--- src/rtl/alpu_operand_fetch.sv ---
// ALPU operand fetch: takes one instruction at a time, reads up to two operands from the xbuf
// (retrying each read until it hits), then issues them to the ALU. Optional stall counter: ALPU_OPF_STALL_CNT_EN.
//
// state   | meaning
// IDLE    | waiting for an instruction (req_ready_o high)
// FETCH_A | reading operand A from xbuf, retrying on miss
// FETCH_B | reading operand B from xbuf, retrying on miss
// ISSUE   | operand pair presented to ALU, held until iss_ready_i
module alpu_operand_fetch #(
  parameter int ADDR_WIDTH = 8,
  parameter int DATA_WIDTH = 32,
  parameter int OP_WIDTH   = 6
) (
  input  logic                  clk,
  input  logic                  reset_n,
  input  logic                  flush_i,
  input  logic                  req_valid_i,
  output logic                  req_ready_o,
  input  logic [OP_WIDTH-1:0]   req_op_i,
  input  logic [ADDR_WIDTH-1:0] req_addr_a_i,
  input  logic [ADDR_WIDTH-1:0] req_addr_b_i,
  input  logic                  req_need_a_i,
  input  logic                  req_need_b_i,
  output logic [ADDR_WIDTH-1:0] xbuf_raddr_o,
  output logic                  xbuf_rvalid_o,
  input  logic [DATA_WIDTH-1:0] xbuf_rdata_i,
  input  logic                  xbuf_rhit_i,
  output logic                  iss_valid_o,
  input  logic                  iss_ready_i,
  output logic [OP_WIDTH-1:0]   iss_op_o,
  output logic [DATA_WIDTH-1:0] iss_opa_o,
  output logic [DATA_WIDTH-1:0] iss_opb_o
`ifdef ALPU_OPF_STALL_CNT_EN
  ,
  output logic [15:0]           stall_cnt_o
`endif
);

  typedef enum logic [1:0] {
    IDLE    = 2'd0,
    FETCH_A = 2'd1,
    FETCH_B = 2'd2,
    ISSUE   = 2'd3
  } state_e;

  state_e                  state_q, state_d;
  logic                    req_ready_q, req_ready_d;
  logic [OP_WIDTH-1:0]     op_q, op_d;
  logic [ADDR_WIDTH-1:0]   addr_a_q, addr_a_d;
  logic [ADDR_WIDTH-1:0]   addr_b_q, addr_b_d;
  logic                    need_b_q, need_b_d;
  logic [DATA_WIDTH-1:0]   opa_q, opa_d;
  logic [DATA_WIDTH-1:0]   opb_q, opb_d;
  logic [ADDR_WIDTH-1:0]   raddr_q, raddr_d;
  logic                    fetching;
  logic                    rd_valid;
  logic                    accept;

  always_ff @(posedge clk or negedge reset_n) begin
    if (!reset_n) begin
      state_q     <= IDLE;
      req_ready_q <= 1'b0;
      op_q        <= '0;
      addr_a_q    <= '0;
      addr_b_q    <= '0;
      need_b_q    <= 1'b0;
      opa_q       <= '0;
      opb_q       <= '0;
      raddr_q     <= '0;
    end else begin
      state_q     <= state_d;
      req_ready_q <= req_ready_d;
      op_q        <= op_d;
      addr_a_q    <= addr_a_d;
      addr_b_q    <= addr_b_d;
      need_b_q    <= need_b_d;
      opa_q       <= opa_d;
      opb_q       <= opb_d;
      raddr_q     <= raddr_d;
    end
  end

  always_comb begin
    fetching = (state_q == FETCH_A) || (state_q == FETCH_B);
    rd_valid = fetching && !flush_i;
    // req_ready_q is only ever high while in IDLE
    accept   = req_valid_i && req_ready_q && !flush_i;
  end

  always_comb begin
    state_d  = state_q;
    op_d     = op_q;
    addr_a_d = addr_a_q;
    addr_b_d = addr_b_q;
    need_b_d = need_b_q;
    opa_d    = opa_q;
    opb_d    = opb_q;
    raddr_d  = raddr_q;

    if (flush_i) begin
      state_d = IDLE;
    end else begin
      case (state_q)
        IDLE: begin
          if (accept) begin
            op_d     = req_op_i;
            addr_a_d = req_addr_a_i;
            addr_b_d = req_addr_b_i;
            need_b_d = req_need_b_i;
            opa_d    = '0;
            opb_d    = '0;
            if (req_need_a_i) begin
              state_d = FETCH_A;
              raddr_d = req_addr_a_i;
            end else if (req_need_b_i) begin
              state_d = FETCH_B;
              raddr_d = req_addr_b_i;
            end else begin
              state_d = ISSUE;
            end
          end
        end
        FETCH_A: begin
          if (xbuf_rhit_i) begin
            opa_d = xbuf_rdata_i;
            // the hit consumed the entry, so a shared address must be reused for B
            if (need_b_q && (addr_b_q == addr_a_q)) begin
              opb_d   = xbuf_rdata_i;
              state_d = ISSUE;
            end else if (need_b_q) begin
              state_d = FETCH_B;
              raddr_d = addr_b_q;
            end else begin
              state_d = ISSUE;
            end
          end
        end
        FETCH_B: begin
          if (xbuf_rhit_i) begin
            opb_d   = xbuf_rdata_i;
            state_d = ISSUE;
          end
        end
        ISSUE: begin
          if (iss_ready_i) begin
            state_d = IDLE;
          end
        end
        default: state_d = IDLE;
      endcase
    end

    req_ready_d = (state_d == IDLE);
  end

  assign req_ready_o   = req_ready_q;
  assign xbuf_rvalid_o = rd_valid;
  assign xbuf_raddr_o  = raddr_q;
  assign iss_valid_o   = (state_q == ISSUE) && !flush_i;
  assign iss_op_o      = op_q;
  assign iss_opa_o     = opa_q;
  assign iss_opb_o     = opb_q;

`ifdef ALPU_OPF_STALL_CNT_EN
  logic [15:0] stall_cnt_q, stall_cnt_d;

  always_comb begin
    stall_cnt_d = stall_cnt_q;
    if (rd_valid && !xbuf_rhit_i && (stall_cnt_q != 16'hFFFF)) begin
      stall_cnt_d = stall_cnt_q + 16'd1;
    end
  end

  always_ff @(posedge clk or negedge reset_n) begin
    if (!reset_n) begin
      stall_cnt_q <= '0;
    end else begin
      stall_cnt_q <= stall_cnt_d;
    end
  end

  assign stall_cnt_o = stall_cnt_q;
`endif

endmodule

--- config.mk ---
export PLATFORM = sky130hd
export DESIGN_NAME = alpu_operand_fetch
export DESIGN_NICKNAME = d
export VERILOG_FILES = /design/src/rtl/alpu_operand_fetch.sv
export SDC_FILE = /design/constraint.sdc
export NUM_CORES = 1
export LEC_CHECK = 0
export ABC_AREA = 1
export CORE_MARGIN = 2
export CORE_UTILIZATION = 42
export DETAILED_ROUTE_END_ITERATION = 7
export PLACE_DENSITY = 0.76
export SYNTH_ARGS = -nofsm -noshare
export SYNTH_HDL_FRONTEND = slang
export SYNTH_SLANG_ARGS = --single-unit
--- constraint.sdc ---
create_clock -name clk -period 1.69 [get_ports clk]
set_input_delay 0.338 -clock clk [delete_from_list [all_inputs] [get_ports clk]]
set_output_delay 0.338 -clock clk [all_outputs]
set_load 0.1 [all_outputs]
==> metrics <==
status=complete, but fails checks; failing checks=setup timing; largest cells by area after synthesis=dfrtp_1, nand2_1, o21ai_0, o21ai_2, mux2_2; most frequent cells after synthesis=nand2_1, dfrtp_1, o21ai_0; max_cap viols=0; WP data required=1990 ps; Antenna diodes=0; maximum clock path buffer count=2; vias per inst=5.213; fmax=539.1 MHz; drt first pass iters=4; largest net degree at the start of global routing=50; Root Buffer=clkbuf_8; Tmin final=1855 ps; # port buffers=142; CP Max Fanout=7; slew at the pin closest to its max-slew limit=about 420 ps; Hold/Removal Path Class=in -> async; max-slew violations=0; asr flop ratio synth=100.0%; starting density of the core=42.60%; register clock-pin slew on the reported worst setup and hold paths=90 ps; element type at the critical path end=register; DRC viols=0; final worst slack=-164.9 ps; DP HPWL=8984 µm; Worst Clk Skew=10.35 ps; reg2reg setup slack=-160 ps; FF+latch count, synth=98; via count=4254; Synth Flop Type=dfrtp_1; sequential area share after synthesis=53.82%; antenna-violating nets left=0; final setup violating endpoints=42; die area=11700 µm²; cell with the largest stage delay on the worst path=dfrtp_2; share of layout cells above drive strength 1=37.72%; area share of the largest cell type after synthesis=between 50% and 60%; total clock sinks=98; Post-synth EDFFs=0; Syn Inst Count=500; die extent in x=between 100 and 150 µm; Synthesized Nets=568; crit-path cells=ha_4 -> nand2_4 -> nand3_4 -> buf_6 -> a211oi_4 -> nand2_4 -> buf_6 -> buf_16 -> o21ai_4; TritonCTS clock tree=built; Yosys cell types=23; biggest area consumer among synthesized cells=dfrtp_1; area of the multi-input gates=2175 µm²; Ys Warns=0; routed len/inst=17.51 µm; Fin. Hold Viols=0; highest cell delay on the worst timing path=460 ps; core area=10700 µm²; Filler cells=between 600 and 700; RSZ-0062 raised after global routing=yes; Iter 0 DRT Violations=238; area post-placement=approximately 7100 µm²; Critical Path AT=roughly 2200 ps; Die H=108.2 µm; count leader, synth=nand2_1; Clk Latency, worst-skew pair=370 ps; total CTS buffers=9; Worst setup SP type=register; CP bufs+invs=3; H-tree depth=3; Area growth syn-to-layout=75.70%; vias in the first global route=roughly 4300; Crit Path Class=reg -> reg; cell area after synthesis=4557 µm²; Ports=between 100 and 150; Rows=38; final net count=739; total wire length=14290 µm; Max transition margin=71.68%; initial antenna violation count=0; Mean Syn Cell Area=9.114 µm²; FF/Latch Area=2457 µm²; routability cong.=0.8816; Post-Layout Inst Area=roughly 8000 µm²; period utilisation layout=109.8%; first-pass GRT wire length=around 21000 µm; cell family with most CP delay=flip-flops; global route overflow=0; Tot GR Track Use=between 20% and 30%
final cells by class:
| cell class | instances | area share (%) |
|---|---|---|
| sequential | 98 | 30.69 |
| clock buffer | 10 | 1.594 |
| multi-input combinational | 347 | 27.16 |
| clock inverter | 6 | 1.110 |
| timing repair buffer | 191 | 36.10 |
| inverter | 24 | 1.156 |
| tap | 140 | 2.188 |
routing by layer:
layer | GRT usage (%) | vias up | part of all wire [%]
met5 | 0 | - | 0
met2 | 41.19 | 159 | 54
li1 | - | 1971 | -
met4 | 9.982 | 0 | 3.0
met1 | 28.43 | 2095 | 39
met3 | 3.255 | 29 | 4.6
worst paths after layout:
| check | from | cells after the start | endpoint |
|---|---|---|---|
| max | state_q[0]$_DFF_PN0_ | 9 | iss_opb_o[20]$_DFFE_PN0P_ |
| min in group clk | addr_a_q[3]$_DFFE_PN0P_ | 2 | addr_a_q[3]$_DFFE_PN0P_ |
| max in group asynchronous | reset_n | 3 | iss_op_o[3]$_DFFE_PN0P_ |
| min reg2reg | addr_a_q[3]$_DFFE_PN0P_ | 2 | addr_a_q[3]$_DFFE_PN0P_ |
| max reg2reg | state_q[0]$_DFF_PN0_ | 9 | iss_opb_o[20]$_DFFE_PN0P_ |
| min | reset_n | 2 | iss_opa_o[11]$_DFFE_PN0P_ |
flip-flops by register name, summed over array words and instances, names as in the netlist:
register	flops
xbuf_raddr_o	8
iss_op_o	6
iss_opb_o	32
addr_b_q	8
state_q	2
addr_a_q	8
req_ready_o	1
iss_opa_o	32
need_b_q	1
through the flow:
| step | hold slack [ps] | TNS [ps] | worst slack, ps | utilization, % | cells |
|---|---|---|---|---|---|
| 3_5_place_dp | 197.7 | -15360 | -284.8 | 66.46 | 777 |
| 5_1_grt | 369.5 | -7852 | -225.5 | 74.84 | 816 |
| 6_report | 347.3 | -4970 | -164.9 | 74.84 | 816 |
| 2_1_floorplan | 42.41 | -3112 | -424.9 | - | 500 |
| 4_1_cts | 345.1 | -2231 | -109.5 | 72.29 | 809 |
| 3_3_place_gp | 198.7 | -9596 | -210.7 | 66.46 | 777 |
kinds of logic after synthesis:
family / Yosys count / share of synthesized area, %
AO/OA/AOI/OAI: 137 / 18.45
XOR/XNOR: 5 / 0.9610
adder cells (fa/ha/maj): 6 / 1.647
buffers and inverters: 55 / 5.903
flip-flops: 98 / 53.82
multiplexers: 11 / 2.718
AND/OR/NAND/NOR: 188 / 16.50
placed cells by master (no fill, tap or decap), drive strengths merged:
master,synthesis,final
nor2,12,12
dlygate4sd3,0,1
inv,24,25
ha,6,6
or2,1,1
bufinv,0,2
clkinvlp,0,2
nand2,164,164
o21ai,126,126
dfrtp,98,98
mux2,11,11
buf,10,127
clkinv,0,1
a211oi,2,2
nand3,11,11
clkdlybuf4s50,0,60
clkbuf,21,13
o31ai,1,1
xnor2,5,5
a21oi,7,7
o211ai,1,1
timing repair:
action / CTS / global route
setup buffers: 10 / 8
pin swaps: 12 / 16
endpoints found under the hold margin: 10 / 0
setup endpoints to repair: 65 / 75
gates cloned: 5 / 4
gates resized for setup: 54 / 85
hold buffers: 1 / 0
Power is not shown: default switching activity piles up to over one toggle a cycle in this logic, so the estimate is an artifact.
==> edit 1, RTL diff (same settings) <==
Add a define of `ALPU_OPF_STALL_CNT_EN`.
--- a/src/rtl/alpu_operand_fetch.sv
+++ b/src/rtl/alpu_operand_fetch.sv
@@ -8,2 +8,4 @@
 // ISSUE   | operand pair presented to ALU, held until iss_ready_i
+`define ALPU_OPF_STALL_CNT_EN
+
 module alpu_operand_fetch #(
Check against the original RTL (old outputs only; new: stall_cnt_o): equivalent (Yosys induction, for registers that start in step).
==> edit 1 against the original RTL <==
The run still ends with setup timing left. Sequential share of layout area shrank 0.84 points. First-iteration DRC count up 81%. Register-to-register slack better by 0.07 ns. Non-clock buffer count increased by 18. Clock skew is 0.0013 ns lower. Area after synthesis grew 15%. Via count rose by 23%. Final area rose by 21%. Sequential cell count up 16. Final cell count increased by 22%. Routed wire length is 27% higher. Setup slack better by 0.061 ns. Critical path type is now register to primary output. Highest routed layer unchanged.
Power is left out: the tool's default activity adds up to more than one toggle a clock period on the data nets, which glitch-free logic cannot reach.
==> edit 1: results (changes against the original RTL) <==
[placement]
dp.cells = 940  ; +21%
gp_congestion = 0.836  ; -5.2%
dpl.hpwl_um = 10800  ; +20%
io_buffers = 158  ; +11%

[final_layout]
drive_above_1_share = 0.366  ; -0.0113
fillers = 699  ; +0.87%

[timing]
max-slew-margin-rel = 0.699  ; -0.0182
setup_slack_ns = -0.104  ; +0.0611 ns
setup_viol = 32  ; -24%
fin_skew_ns = 0.00904  ; -0.00131 ns

[outcome]
violations = setup timing
outcome = finished with violations

[grt]
track_usage = 0.242  ; +0.00868
grt_max_degree = 65  ; +30%
grt_pass1_wl_um = 24900  ; +17%

[detailed_routing]
vias = 5244  ; +23%
drt_iter0_markers = 430  ; +81%
drt-wirelength-per-cell_um = 18.2  ; +4.2%
vias_per_cell = 5.27  ; +0.99%
firstDrtPassIters = 5  ; +1

[yosys]
synth.top_cell.area_share = 0.545  ; +0.00690
synth_cells = 616  ; +23%
seq_area_frac_synth = 0.545  ; +0.00690
synth_area_leaders = dfrtp_1 55%, nand2_1 13%, o21ai_0 5.7%
syn_area_um2 = 5230  ; +15%
async_flop_share = 1.00  ; unchanged
synthTopCellsByCount = 185 x nand2_1, 114 x dfrtp_1, 65 x inv_1
synth_cell_type_count = 30  ; +30%
mappedNetlistNets = 684  ; +20%

[clocking]
cts-root-buf = clkbuf_16
clk_pin_slew_worst_paths_ns = 0.05  ; -0.04 ns
insertion_delay_ns = 0.42  ; +0.05 ns
htreeDepth = 4  ; +1
numCtsBuffers = 17  ; +8

[setup_path]
cp.arrival_ns = 1.46  ; -0.69 ns
crit_path_max_fanout = 2  ; -5

-- edit 1: changes by cell type in the layout (fill, tap and decap cells not counted), sizes merged, moves of 12 or more --
cell / change
nor3: +12
clkbuf: +15
o21ai: -30
nand3: +39
inv: +43
dfrtp: +16
buf: +14
nand2: +25
-- edit 1: what timing repair did --
action / CTS / global route
buffers inserted: 4 / 9
endpoints found under the hold margin: 27 / 0
pin swaps: 3 / 6
hold buffers: 1 / 0
setup endpoints to repair: 47 / 86
resized for setup: 10 / 140
cloned: 0 / 11
-- edit 1: cell families (layout without fill, tap and decap cells) --
group	after synthesis	after routing	synth area share
AOI/OAI and AO/OA	104	104	0.105
buffers and inverters	97	309	0.0775
and+or+nand+nor	275	275	0.224
xor gates and xnor gates	17	17	0.0284
adders and majority gates	6	6	0.0143
DFF	114	114	0.545
muxes	3	3	0.00574
-- edit 1: path summary, 6_finish.rpt --
kind / to / start / slack [ns] / depth (start not counted)
worst max-delay path: xbuf_rvalid_o / state_q[0] / -0.10 / 5
worst min-delay path: iss_op_o[5] / reset_n / 0.40 / 2
worst max register to register: iss_opb_o[31] / state_q[0] / -0.09 / 9
worst min register to register: addr_a_q[6] / addr_a_q[6] / 0.50 / 2
max in group asynchronous: req_ready_o / reset_n / 0.68 / 3
min in group clk: iss_op_o[2] / req_op_i[2] / 0.46 / 3
-- edit 1: worst max-delay path, cell delays in order, from the launching register on --
cell and delay, ns:
dfrtp_1 0.38, inv_2 0.07, ha_4 0.28, inv_4 0.04
nor2_4 0.09, buf_12 0.18
-- edit 1: layout make-up --
class,count,area share
clock inverters,11,0.0163
flip-flops and latches,114,0.299
inverters,68,0.0274
well taps,168,0.0217
multi-input cells,405,0.258
repair buffers,209,0.329
clock buffers,21,0.0487
-- edit 1: metal layers --
metal | part of all wire | vias up | track usage
met1 | 0.38 | 2534 | 0.290
li1 | - | 2373 | -
met3 | 0.073 | 60 | 0.0696
met2 | 0.52 | 277 | 0.405
met4 | 0.028 | 0 | 0.108
met5 | 0 | - | 0
-- edit 1: metrics by stage --
step,setup slack [ns],setup TNS (ns),utilization,instance area [um2]
floorplan,-0.0184,-0.0241,-,5340
global placement,-0.162,-10.36,0.679,8220
detailed placement,-0.234,-15.97,0.679,8220
CTS,-0.0947,-0.326,0.736,8910
global route,-0.152,-5.86,0.798,9670
finish,-0.104,-1.06,0.798,9670
==> edit 2, RTL diff (same settings) <==
Made on the original files. `opb_q` no longer has a reset.
--- a/src/rtl/alpu_operand_fetch.sv
+++ b/src/rtl/alpu_operand_fetch.sv
@@ -67,3 +67,2 @@
       opa_q       <= '0;
-      opb_q       <= '0;
       raddr_q     <= '0;
@@ -77,5 +76,8 @@
       opa_q       <= opa_d;
-      opb_q       <= opb_d;
       raddr_q     <= raddr_d;
     end
+  end
+
+  always_ff @(posedge clk) begin
+    opb_q <= opb_d;
   end
Function: differs if reset_n is asserted again (counterexample within 4 cycles, from zero or initial values and one cycle with reset_n low); with reset_n held inactive, the same outputs for 4 cycles.
==> edit 2 against the original RTL <==
The run still ends with setup timing left. Area after synthesis decreased by 6.1%. Final area decreased by 8.8%. Sequential cell count unchanged. Routed wire length decreased by 14%. Setup slack improved by 0.042 ns. Sequential share of layout area increased by 5.2 points. Global-route usage decreased by 0.36 points. Critical path type unchanged. Critical endpoint is now iss_opb_o[29].
Power is left out: the tool's default activity adds up to more than one toggle a clock period on the data nets, which glitch-free logic cannot reach.
==> edit 2: results (changes against the original RTL) <==
[final_layout]
seq_share = 0.359  ; +0.0517
multi_input_area_um2 = 1500  ; -31%
clkCellAreaFrac = 0.0271  ; +0.0000472
nets = 696  ; -5.8%
drive_above_1_share = 0.286  ; -0.0913
fillers = 659  ; -4.9%
regArea_um2 = 2620  ; +6.5%
multi_input_gates = 283  ; -18%
fin_cells = 766  ; -6.1%
inv_count = 56  ; +130%
nClkBuffers = 9  ; -1
nFlopsAndLatches = 98  ; unchanged
num-nonclk-buffers = 180  ; -5.8%
buf_share = 0.358  ; -0.00343

[yosys]
seq_area_frac_synth = 0.610  ; +0.0722
synth_compound_area_frac = 0.0588  ; -0.126
synth.top_cell.area_share = 0.386  ; -0.152
synthAdderAreaFrac = 0.0175  ; +0.00106
synth_area_leaders = dfrtp_1 39%, edfxtp_1 22%, nand2_1 14%
synthTopCellsByCount = 160 x nand2_1, 66 x dfrtp_1, 54 x inv_1
synth_cell_type_count = 21  ; -8.7%
async_flop_share = 0.673  ; -0.327
synth_cells = 458  ; -8.4%
synthMuxAreaShare = 0.0289  ; +0.00176
synth-xor-area-share = 0.0102  ; +0.000621
mappedNetlistNets = 526  ; -7.4%
ys_warn_count = 0  ; unchanged
synth_edf_count = 32  ; +32

[placement]
dpl.hpwl_um = 8460  ; -5.8%
dp_slack_ns = -0.299  ; -0.0139 ns
gp_congestion = 0.827  ; -6.2%
dp.cells = 734  ; -5.5%
postPlaceCellArea_um2 = 6850  ; -3.6%

[outcome]
outcome = finished with violations
violations = setup timing

[timing]
fin_skew_ns = 0.0142  ; +0.00383 ns
setup_viol = 72  ; +71%
max-slew-margin-rel = 0.740  ; +0.0236
setup_slack_ns = -0.123  ; +0.0416 ns
fin_setup_tns_ns = -3.72  ; +1.25 ns
hold-worst-slack_ns = 0.520  ; +0.173 ns

[grt]
grt_pass1_wl_um = 19900  ; -6.5%
grt_max_degree = 67  ; +34%
met3_usage = 0.0449  ; +0.0124
grt_pass1_vias = 3903  ; -9.3%
grtUsageMet1 = 0.265  ; -0.0194
grt-ovfl-total = 0  ; unchanged
track_usage = 0.229  ; -0.00361

[setup_path]
endpoint_kind = register
cp.arrival_ns = 1.88  ; -0.27 ns
max_stage_delay_ns = 0.44  ; -0.02 ns
rr_endpoint = iss_opb_o[29]

[clocking]
insertion_delay_ns = 0.35  ; -0.02 ns
cts-root-buf = clkbuf_8

[detailed_routing]
vias = 3758  ; -12%
drt-wirelength-per-cell_um = 16.0  ; -8.3%
drt_iter0_markers = 174  ; -27%

[floorplan]
coreArea_um2 = 9820  ; -8.2%

edit 2: changes by cell type in the layout (fill, tap and decap cells not counted), sizes merged, moves of 2 or more:
| cell | change |
|---|---|
| a21oi | +4 |
| nand3 | +31 |
| edfxtp | +32 |
| inv | +34 |
| dfrtp | -32 |
| buf | -8 |
| o21ai | -95 |
| a211oi | -2 |
| clkbuf | -4 |
edit 2: metal layers:
| layer | vias to the layer above | part of all wire | routed length [um] |
|---|---|---|---|
| li1 | 1793 | - | - |
| met1 | 1811 | 0.38 | 4670 |
| met2 | 129 | 0.54 | 6690 |
| met3 | 25 | 0.050 | 616 |
| met4 | 0 | 0.026 | 320 |
| met5 | - | 0 | 0 |
edit 2: timing repair:
| action | in CTS | in global routing |
|---|---|---|
| setup buffers | 11 | 3 |
| hold buffers | 1 | 0 |
| cloned | 2 | 0 |
| endpoints found under the setup margin | 74 | 77 |
| hold endpoints to repair | 15 | 0 |
| pin swaps | 12 | 8 |
| gates resized for setup | 21 | 11 |
